<file path="config.mk">
export PLATFORM = sky130hd
export DESIGN_NAME = vend_payout_ctrl_flat
export DESIGN_NICKNAME = d
export VERILOG_FILES = /design/src/rtl/vend_payout_ctrl_if.sv /design/src/rtl/vend_payout_ctrl.sv /design/src/flat_wrapper.sv
export SDC_FILE = /design/constraint.sdc
export NUM_CORES = 1
export LEC_CHECK = 0
export BUFFER_PORTS_ARGS = -buffer_cell sky130_fd_sc_hd__buf_4
export CAP_MARGIN = 5
export CORE_MARGIN = 2
export CORE_UTILIZATION = 25
export CTS_CLUSTER_SIZE = 14
export DETAILED_ROUTE_END_ITERATION = 6
export PLACE_DENSITY = 0.46
export SETUP_SLACK_MARGIN = 0.2
export SYNTH_ARGS = -nofsm -noshare
export SYNTH_HDL_FRONTEND = slang
export SYNTH_SLANG_ARGS = --single-unit
</file>
<file path="constraint.sdc">
create_clock -name clk -period 4.1 [get_ports clk]
set_input_delay 0.205 -clock clk [delete_from_list [all_inputs] [get_ports clk]]
set_output_delay 0.205 -clock clk [all_outputs]
set_load 0.1 [all_outputs]
</file>
<file path="src/rtl/vend_payout_ctrl_if.sv">
// Handshake and data bundle between the vend controller and the coin-accept FSM, motor and hopper.
interface vend_payout_ctrl_if;
  logic       vend_req;
  logic [2:0] change_amt;
  logic       item_drop;
  logic       coin_ack;
  logic       load;
  logic [3:0] load_dimes;
  logic [3:0] load_nickels;
  logic       fault_clr;
  logic       motor;
  logic       eject_dime;
  logic       eject_nickel;
  logic       busy;
  logic       done;
  logic       fault;
  logic [3:0] dime_cnt;
  logic [3:0] nickel_cnt;
  logic       low_change;

  modport master (
    output vend_req, change_amt, item_drop, coin_ack, load, load_dimes, load_nickels, fault_clr,
    input  motor, eject_dime, eject_nickel, busy, done, fault, dime_cnt, nickel_cnt, low_change
  );

  modport slave (
    input  vend_req, change_amt, item_drop, coin_ack, load, load_dimes, load_nickels, fault_clr,
    output motor, eject_dime, eject_nickel, busy, done, fault, dime_cnt, nickel_cnt, low_change
  );
endinterface

</file>
<file path="src/rtl/vend_payout_ctrl.sv">
// Vend sequencer: runs the item motor, then pays change greedily (dimes first) one acknowledged coin at a time.
// Motor, eject and done are registered; busy, fault and low_change decode the current state/counts.
module vend_payout_ctrl #(
  parameter int MOTOR_TO = 16,
  parameter int ACK_TO   = 8
) (
  input logic              clk,
  input logic              rst,
  vend_payout_ctrl_if.slave bus
);

  localparam int TMAX = (MOTOR_TO > ACK_TO) ? MOTOR_TO : ACK_TO;
  localparam int TW   = $clog2(TMAX + 1);

  typedef enum logic [2:0] {
    S_IDLE, S_VEND, S_PAY_SEL, S_PAY_WAIT, S_DONE, S_FAULT
  } state_e;

  state_e         state_q, state_d;
  logic [2:0]     rem_q, rem_d;
  logic [TW-1:0]  timer_q, timer_d;
  logic [3:0]     dime_q, dime_d;
  logic [3:0]     nick_q, nick_d;
  logic           motor_q, motor_d;
  logic           ej_dime_q, ej_dime_d;
  logic           ej_nick_q, ej_nick_d;
  logic           done_q, done_d;

  always_ff @(posedge clk or posedge rst) begin
    if (rst) begin
      state_q   <= S_IDLE;
      rem_q     <= '0;
      timer_q   <= '0;
      dime_q    <= '0;
      nick_q    <= '0;
      motor_q   <= 1'b0;
      ej_dime_q <= 1'b0;
      ej_nick_q <= 1'b0;
      done_q    <= 1'b0;
    end else begin
      state_q   <= state_d;
      rem_q     <= rem_d;
      timer_q   <= timer_d;
      dime_q    <= dime_d;
      nick_q    <= nick_d;
      motor_q   <= motor_d;
      ej_dime_q <= ej_dime_d;
      ej_nick_q <= ej_nick_d;
      done_q    <= done_d;
    end
  end

  always_comb begin
    state_d   = state_q;
    rem_d     = rem_q;
    timer_d   = timer_q;
    dime_d    = dime_q;
    nick_d    = nick_q;
    motor_d   = motor_q;
    ej_dime_d = 1'b0;
    ej_nick_d = 1'b0;
    done_d    = 1'b0;

    case (state_q)
      S_IDLE: begin
        // A load and a vend in the same cycle are both honoured.
        if (bus.load) begin
          dime_d = bus.load_dimes;
          nick_d = bus.load_nickels;
        end
        if (bus.vend_req) begin
          rem_d   = bus.change_amt;
          timer_d = '0;
          motor_d = 1'b1;
          state_d = S_VEND;
        end
      end
      S_VEND: begin
        if (bus.item_drop) begin
          motor_d = 1'b0;
          timer_d = '0;
          state_d = S_PAY_SEL;
        end else if (timer_q >= TW'(MOTOR_TO)) begin
          motor_d = 1'b0;
          timer_d = '0;
          state_d = S_FAULT;
        end else begin
          timer_d = timer_q + TW'(1);
        end
      end
      S_PAY_SEL: begin
        timer_d = '0;
        if (rem_q == 3'd0) begin
          done_d  = 1'b1;
          state_d = S_DONE;
        end else if (rem_q >= 3'd2 && dime_q != 4'd0) begin
          ej_dime_d = 1'b1;
          rem_d     = rem_q - 3'd2;
          dime_d    = dime_q - 4'd1;
          state_d   = S_PAY_WAIT;
        end else if (nick_q != 4'd0) begin
          ej_nick_d = 1'b1;
          rem_d     = rem_q - 3'd1;
          nick_d    = nick_q - 4'd1;
          state_d   = S_PAY_WAIT;
        end else begin
          state_d = S_FAULT;
        end
      end
      S_PAY_WAIT: begin
        if (bus.coin_ack) begin
          timer_d = '0;
          state_d = S_PAY_SEL;
        end else if (timer_q >= TW'(ACK_TO)) begin
          timer_d = '0;
          state_d = S_FAULT;
        end else begin
          timer_d = timer_q + TW'(1);
        end
      end
      S_DONE: begin
        state_d = S_IDLE;
      end
      S_FAULT: begin
        motor_d = 1'b0;
        if (bus.load) begin
          dime_d = bus.load_dimes;
          nick_d = bus.load_nickels;
        end
        if (bus.fault_clr) begin
          state_d = S_IDLE;
        end
      end
      default: begin
        state_d = S_IDLE;
      end
    endcase
  end

  assign bus.motor        = motor_q;
  assign bus.eject_dime   = ej_dime_q;
  assign bus.eject_nickel = ej_nick_q;
  assign bus.done         = done_q;
  assign bus.busy         = (state_q != S_IDLE);
  assign bus.fault        = (state_q == S_FAULT);
  assign bus.dime_cnt     = dime_q;
  assign bus.nickel_cnt   = nick_q;
  assign bus.low_change   = (nick_q < 4'd2) || (dime_q == 4'd0);

endmodule

</file>
<file path="src/flat_wrapper.sv">
// flat-port wrapper written by rule: the top's interface ports become plain ports
module vend_payout_ctrl_flat 
#(
  parameter int MOTOR_TO = 16,
  parameter int ACK_TO   = 8
)
  (clk, rst, bus_vend_req, bus_change_amt, bus_item_drop, bus_coin_ack, bus_load, bus_load_dimes, bus_load_nickels, bus_fault_clr, bus_motor, bus_eject_dime, bus_eject_nickel, bus_busy, bus_done, bus_fault, bus_dime_cnt, bus_nickel_cnt, bus_low_change);
  vend_payout_ctrl_if bus_i ();
  input logic clk;
  input logic rst;
  input wire logic [$bits(bus_i.vend_req)-1:0] bus_vend_req;
  input wire logic [$bits(bus_i.change_amt)-1:0] bus_change_amt;
  input wire logic [$bits(bus_i.item_drop)-1:0] bus_item_drop;
  input wire logic [$bits(bus_i.coin_ack)-1:0] bus_coin_ack;
  input wire logic [$bits(bus_i.load)-1:0] bus_load;
  input wire logic [$bits(bus_i.load_dimes)-1:0] bus_load_dimes;
  input wire logic [$bits(bus_i.load_nickels)-1:0] bus_load_nickels;
  input wire logic [$bits(bus_i.fault_clr)-1:0] bus_fault_clr;
  output wire logic [$bits(bus_i.motor)-1:0] bus_motor;
  output wire logic [$bits(bus_i.eject_dime)-1:0] bus_eject_dime;
  output wire logic [$bits(bus_i.eject_nickel)-1:0] bus_eject_nickel;
  output wire logic [$bits(bus_i.busy)-1:0] bus_busy;
  output wire logic [$bits(bus_i.done)-1:0] bus_done;
  output wire logic [$bits(bus_i.fault)-1:0] bus_fault;
  output wire logic [$bits(bus_i.dime_cnt)-1:0] bus_dime_cnt;
  output wire logic [$bits(bus_i.nickel_cnt)-1:0] bus_nickel_cnt;
  output wire logic [$bits(bus_i.low_change)-1:0] bus_low_change;
  assign bus_i.vend_req = bus_vend_req;
  assign bus_i.change_amt = bus_change_amt;
  assign bus_i.item_drop = bus_item_drop;
  assign bus_i.coin_ack = bus_coin_ack;
  assign bus_i.load = bus_load;
  assign bus_i.load_dimes = bus_load_dimes;
  assign bus_i.load_nickels = bus_load_nickels;
  assign bus_i.fault_clr = bus_fault_clr;
  assign bus_motor = bus_i.motor;
  assign bus_eject_dime = bus_i.eject_dime;
  assign bus_eject_nickel = bus_i.eject_nickel;
  assign bus_busy = bus_i.busy;
  assign bus_done = bus_i.done;
  assign bus_fault = bus_i.fault;
  assign bus_dime_cnt = bus_i.dime_cnt;
  assign bus_nickel_cnt = bus_i.nickel_cnt;
  assign bus_low_change = bus_i.low_change;
  vend_payout_ctrl #(.MOTOR_TO(MOTOR_TO), .ACK_TO(ACK_TO)) u_core (.clk(clk), .rst(rst), .bus(bus_i));
endmodule
</file>
# ---- Word-level counts from Yosys, hierarchy flattened
# Index checks and enable logic that the tools add are counted.
# Widths: inputs -> output; s select.
dict set report totals {
  ff_bits 23
  in_bits 18
  word_cells 94
}
dict set report op_classes {
  n_addsub 5
  magnitude_cmp 4
  n_eq_ne 14
  muxes 43
  reduce_logical 19
}
# cell n
set op_table {}
lappend op_table {{$mux 3} 13}
lappend op_table {{$mux 4} 7}
lappend op_table {{$mux 5} 5}
lappend op_table {{$pmux 5 s4} 1}
lappend op_table {{$pmux 4 s2} 2}
lappend op_table {{$pmux 3 s5} 1}
lappend op_table {{$mux 1} 12}
lappend op_table {{$reduce_and 4->1} 3}
lappend op_table {{$reduce_bool 4->1} 3}
lappend op_table {{$ne 2x2->1 const B} 4}
lappend op_table {{$sub 4x1->4 const B} 2}
lappend op_table {{$eq 3x2->1 const B} 2}
lappend op_table {{$logic_not 3->1} 2}
lappend op_table {{$ne 2x1->1 const B} 3}
lappend op_table {{$ne 3x2->1 const B} 2}
lappend op_table {{$pmux 3 s2} 1}
lappend op_table {{$reduce_bool 3->1} 2}
lappend op_table {{$add 5x1->5 const B} 1}
lappend op_table {{$ge 5x4->1 const B} 1}
lappend op_table {{$ge 5x5->1 const B} 1}
lappend op_table {{$reduce_and 5->1} 1}
lappend op_table {{$logic_not 4->1} 1}
lappend op_table {{$lt 4x2->1 const B} 1}
lappend op_table {{$reduce_bool 2->1} 2}
lappend op_table {{12 further kinds} 12}

# ---- Logic depth before layout (Yosys ltp)
dict set report logic_depth {
  depth_word 5
  mapped_depth 8
}

# ---- Worst setup path before layout
# No wires, ideal clock.
dict set report synth_timing {
  path_type {register -> register}
  start {register u_core.dime_q[0], in the netlist u_core.bus.dime_cnt[0]}
  end {register u_core.nick_q[0], in the netlist u_core.bus.nickel_cnt[0]}
  setup_ns 0.079
  t_arrival_ns 2.357
  required_time_ns 4.021
  path_slack_ns 1.664
  path_stages_with_launch 9
  synth_period_minus_slack_ns 2.436
  path_cell_list {dfrtp_1 -> inv_1 -> ha_1 -> nor3b_1 -> a21o_1 -> a32o_1 -> buf_4 -> mux2i_1 -> a21oi_1}
}
dict set report synth_between {
  elab_chain_len 4
}
# item line_no
set synth_rtl {}
lappend synth_rtl {{from (decl)} vend_payout_ctrl.sv:22} ;# logic [3:0] dime_q, dime_d;
lappend synth_rtl {{from (signal assigned)} vend_payout_ctrl.sv:44} ;# dime_q <= dime_d;
lappend synth_rtl {{$reduce_bool 4->1} vend_payout_ctrl.sv:96} ;# end else if (rem_q >= 3'd2 && dime_q != 4'd0) begin
lappend synth_rtl {{$logic_and 1x1->1} vend_payout_ctrl.sv:96}
lappend synth_rtl {{$ne 2x2->1 (no source line)} -}
lappend synth_rtl {{$reduce_and 5->1 (no source line)} -}
lappend synth_rtl {{to (signal assigned)} vend_payout_ctrl.sv:45} ;# nick_q <= nick_d;
lappend synth_rtl {{to (decl)} vend_payout_ctrl.sv:23} ;# logic [3:0] nick_q, nick_d;
# Every way passes these cells.
# A chain may end at the register's enable or synchronous reset.

# ---- Worst setup path after layout
dict set report layout_timing {
  start {register u_core.rem_q[1]}
  end {register u_core.nick_q[0], in the netlist u_core.bus.nickel_cnt[0]}
}
dict set report layout_between {
  elab_chain_len 4
  word_cells_on_any_way 6
  classes_between {1 x order compare; 2 x eq/ne; 3 x reduce/logical}
}
# item line_no
set layout_rtl {}
lappend layout_rtl {{from (decl)} vend_payout_ctrl.sv:20} ;# logic [2:0] rem_q, rem_d;
lappend layout_rtl {{from (signal assigned)} vend_payout_ctrl.sv:42} ;# rem_q <= rem_d;
lappend layout_rtl {{$ge 3x2->1} vend_payout_ctrl.sv:96}
lappend layout_rtl {{$logic_and 1x1->1} vend_payout_ctrl.sv:96}
lappend layout_rtl {{$ne 2x2->1 (no source line)} -}
lappend layout_rtl {{$reduce_and 5->1 (no source line) *} -}
# Mark *: on every way between the ends. The rest lies on a longest branch, timed or not.

==> results_dict.tcl <==
set metrics [dict create \
    groute.layer.met1.usage 0.154 \
    final_common_cell "sky130_fd_sc_hd__buf_4" \
    setup_viol 0 \
    final_wirelength_um 3520 \
    min_path_type "input port to asynchronous set/reset pin" \
    setup_tns_ns 0 \
    fillerInstances 646 \
    detail_route.drc_violations 0 \
    vias_in_the_first_global_route 1208 \
    io_buffer_count 32 \
    tritoncts_clock_tree "done" \
    number_of_pins_with_negative_max_slew_slack_in_the_final_report 0 \
    placement_rows 27 \
    antenna_found_initial 0 \
    max_freq_mhz 459 \
    postSynthRegisterBits 23 \
    grt_overflow 0 \
    worst-r2r-setup-slack_ns 1.92 \
    post_synthesis_instance_total 174 \
    multi_input_comb_area_um2 801 \
    worst_slew_pin_slew_ns 0.933 \
    crit_path_start_kind "flop" \
    hpwl_um 2580 \
    dieArea_mm2 0.00652 \
    post_synthesis_share_of_cell_area_spent_on_and_or_nand_and_nor_gates 0.241 \
    timing.critical_path.slowest_cell_delay_ns 0.45 \
    dominant_cell_type_by_count_on_the_critical_path "sky130_fd_sc_hd__ha_1" \
    reg2reg_depth 7 \
    synth.area.mux_share 0.0204 \
    boundaryPins 33 \
    clock-root-buffer "sky130_fd_sc_hd__clkbuf_8" \
    yosysSeqAreaShare 0.391 \
    grtUsageMet2 0.184 \
    groute.layer.met3.usage 0.0267 \
    grt_first_pass_wirelength_um 5820 \
    cp-end-kind "flop" \
    mostFrequentLayoutCells "sky130_fd_sc_hd__buf_4 (32), sky130_fd_sc_hd__dfrtp_1 (23), sky130_fd_sc_hd__o21ai_0 (19)" \
    die_x_um 80.8 \
    critical_path.slowest_cell "sky130_fd_sc_hd__nor4b_2" \
    synth_top_family_by_area "simple AND/OR/NAND/NOR gates" \
    critical_path_class "flop to flop" \
    timing.clock.skew_ns 0.00796 \
    outcome "finished clean" \
    holdBufCountCts 0 \
    setup_repair_after_global_routing_missed_its_margin "no" \
    clkTransAtPathRegs_ns 0.09 \
    clock_sinks 23 \
    fraction_of_final_layout_cells_sized_beyond_drive_strength_1 0.212 \
    critical_path_peak_fanout 8 \
    timing.slew.headroom 0.377 \
    vertical_die_dimension_um 80.8 \
    synth_fa_ha_area_frac 0.0680 \
    min_period_over_period 0.532 \
    timing.critical_path.cells "inv_1 -> ha_1 -> ha_1 -> nor4b_2 -> a32o_1 -> mux2i_1 -> a21oi_1" \
    start_util 0.263 \
    post_cts_setup_buffers 0 \
    synth_fp_nets 200 \
    r2r_start "u_core.rem_q[1]" \
    cts-buffers-inserted 3 \
    buffer_levels_on_the_longest_clock_path 2 \
    complex_gate_fraction_of_the_synthesized_area 0.197 \
    synth_area_mm2 0.00147 \
    grt_total_usage 0.113 \
    dr.first_iter.drc_count 42 \
    drt_first_pass_iters 4 \
    synth.distinct_cells 39 \
    globalRoute.busiestLayer "met2" \
    maxCapViolations 0 \
    cts-resized-gates 0 \
    synth_warnings 0 \
    async_flop_share 1.00 \
    synth-main-ff-cell "sky130_fd_sc_hd__dfrtp_1" \
    crit_required_ns 4.24 \
    number_of_enable_flip_flop_cells_after_synthesis 0 \
    core_area_mm2 0.00561 \
    seq_area_um2 576 \
    worstReg2RegEnd "u_core.bus.nickel_cnt[0]" \
    avgSynthCellArea_um2 8.46 \
    insertion_delay_ns 0.27 \
    via_count 1296 \
    syn_to_final_growth_pct 22.9 \
    vias_per_cell 4.71 \
    finalWorstPathRequiredPeriod_ns 2.18 \
    clock_tree.htree_level_count 1 \
    synth_xor_area_frac 0.0170 \
    antenna_viol_nets_final 0 \
    grt_max_degree 24 \
    antennaDiodeCount 0 \
    crit_arrival_ns 2.32 \
    drt-wirelength-per-cell_um 12.8 \
    routabilityCongestion 0.744 \
    report.final.hold_viol_count 0 \
    nets 230 \
]
==> worst max path at each step <==
stage	start	endpoint	depth (start not counted)
after detailed placement	u_core.rem_q[1]	u_core.bus.nickel_cnt[0]	7
final	u_core.rem_q[1]	u_core.bus.nickel_cnt[0]	7
after global routing	u_core.rem_q[0]	u_core.bus.nickel_cnt[3]	7
after global placement	u_core.rem_q[1]	u_core.bus.nickel_cnt[0]	7
after CTS	u_core.rem_q[1]	u_core.bus.nickel_cnt[0]	7
after floorplan	u_core.bus.dime_cnt[0]	u_core.bus.nickel_cnt[0]	8
==> flip-flops by register name, summed over array words and instances (netlist names) <==
name / count
u_core.bus.dime_cnt: 4
u_core.bus.done: 1
u_core.bus.eject_dime: 1
u_core.bus.eject_nickel: 1
u_core.bus.motor: 1
u_core.bus.nickel_cnt: 4
u_core.rem_q: 3
u_core.state_q: 3
u_core.timer_q: 5
==> Yosys cell counts (3+ instances only) <==
library cell / number / area [um^2]
sky130_fd_sc_hd__nor2_1: 15 / 56.3
sky130_fd_sc_hd__mux2i_1: 3 / 30.0
sky130_fd_sc_hd__o21ai_0: 19 / 95.1
sky130_fd_sc_hd__inv_1: 15 / 56.3
sky130_fd_sc_hd__dfrtp_1: 23 / 576
sky130_fd_sc_hd__clkbuf_1: 3 / 11.3
sky130_fd_sc_hd__nor3b_1: 7 / 52.6
sky130_fd_sc_hd__nand2_1: 15 / 56.3
sky130_fd_sc_hd__nand3_1: 6 / 30.0
sky130_fd_sc_hd__ha_1: 8 / 100
sky130_fd_sc_hd__a22oi_1: 4 / 30.0
sky130_fd_sc_hd__nor3_1: 9 / 45.0
sky130_fd_sc_hd__and3_1: 3 / 18.8
sky130_fd_sc_hd__a21oi_1: 13 / 65.1
==> worst max-delay path, delay by kind of cell (launching register included) <==
family          cells  cell delay, ns
compound gates      2            0.47
simple gates        1            0.45
fa+ha+maj           2            0.44
flops               1            0.39
mux                 1            0.22
buf+inv             1            0.07
==> per-layer routing <==
layer  share of wire  wire, um
met1            0.48      1710
met2            0.48      1680
met3           0.028        97
met4          0.0088        31
met5               0         0
==> cell type report <==
class | instances | share of cell area
Inverter | 15 | 0.0311
Timing Repair Buffer | 32 | 0.133
Clock inverter | 1 | 0.00277
Clock buffer | 3 | 0.0228
Tap cell | 72 | 0.0498
Multi-Input combinational cell | 129 | 0.443
Sequential cell | 23 | 0.318
==> kinds of logic after synthesis <==
| group | count (synthesis) |
|---|---|
| AND/OR/NAND/NOR | 67 |
| AO/OA/AOI/OAI | 49 |
| flip-flops | 23 |
| buffers and inverters | 22 |
| adder cells (fa/ha/maj) | 8 |
| multiplexers | 3 |
| XOR/XNOR | 2 |
==> through the flow <==
| stage | cells | util | hold WS (ns) | worst slack [ns] | area (um^2) |
|---|---|---|---|---|---|
| 2_1_floorplan | 174 | - | 0.207 | 1.66 | 1470 |
| 3_3_place_gp | 271 | 0.314 | 0.488 | 1.94 | 1760 |
| 4_1_cts | 275 | 0.323 | 0.181 | 1.90 | 1810 |
| 3_5_place_dp | 271 | 0.314 | 0.480 | 1.93 | 1760 |
| 5_1_grt | 275 | 0.323 | 0.193 | 1.70 | 1810 |
| 6_report | 275 | 0.323 | 0.141 | 1.92 | 1810 |
Power is not shown: default switching activity piles up to over one toggle a cycle in this logic, so the estimate is an artifact.
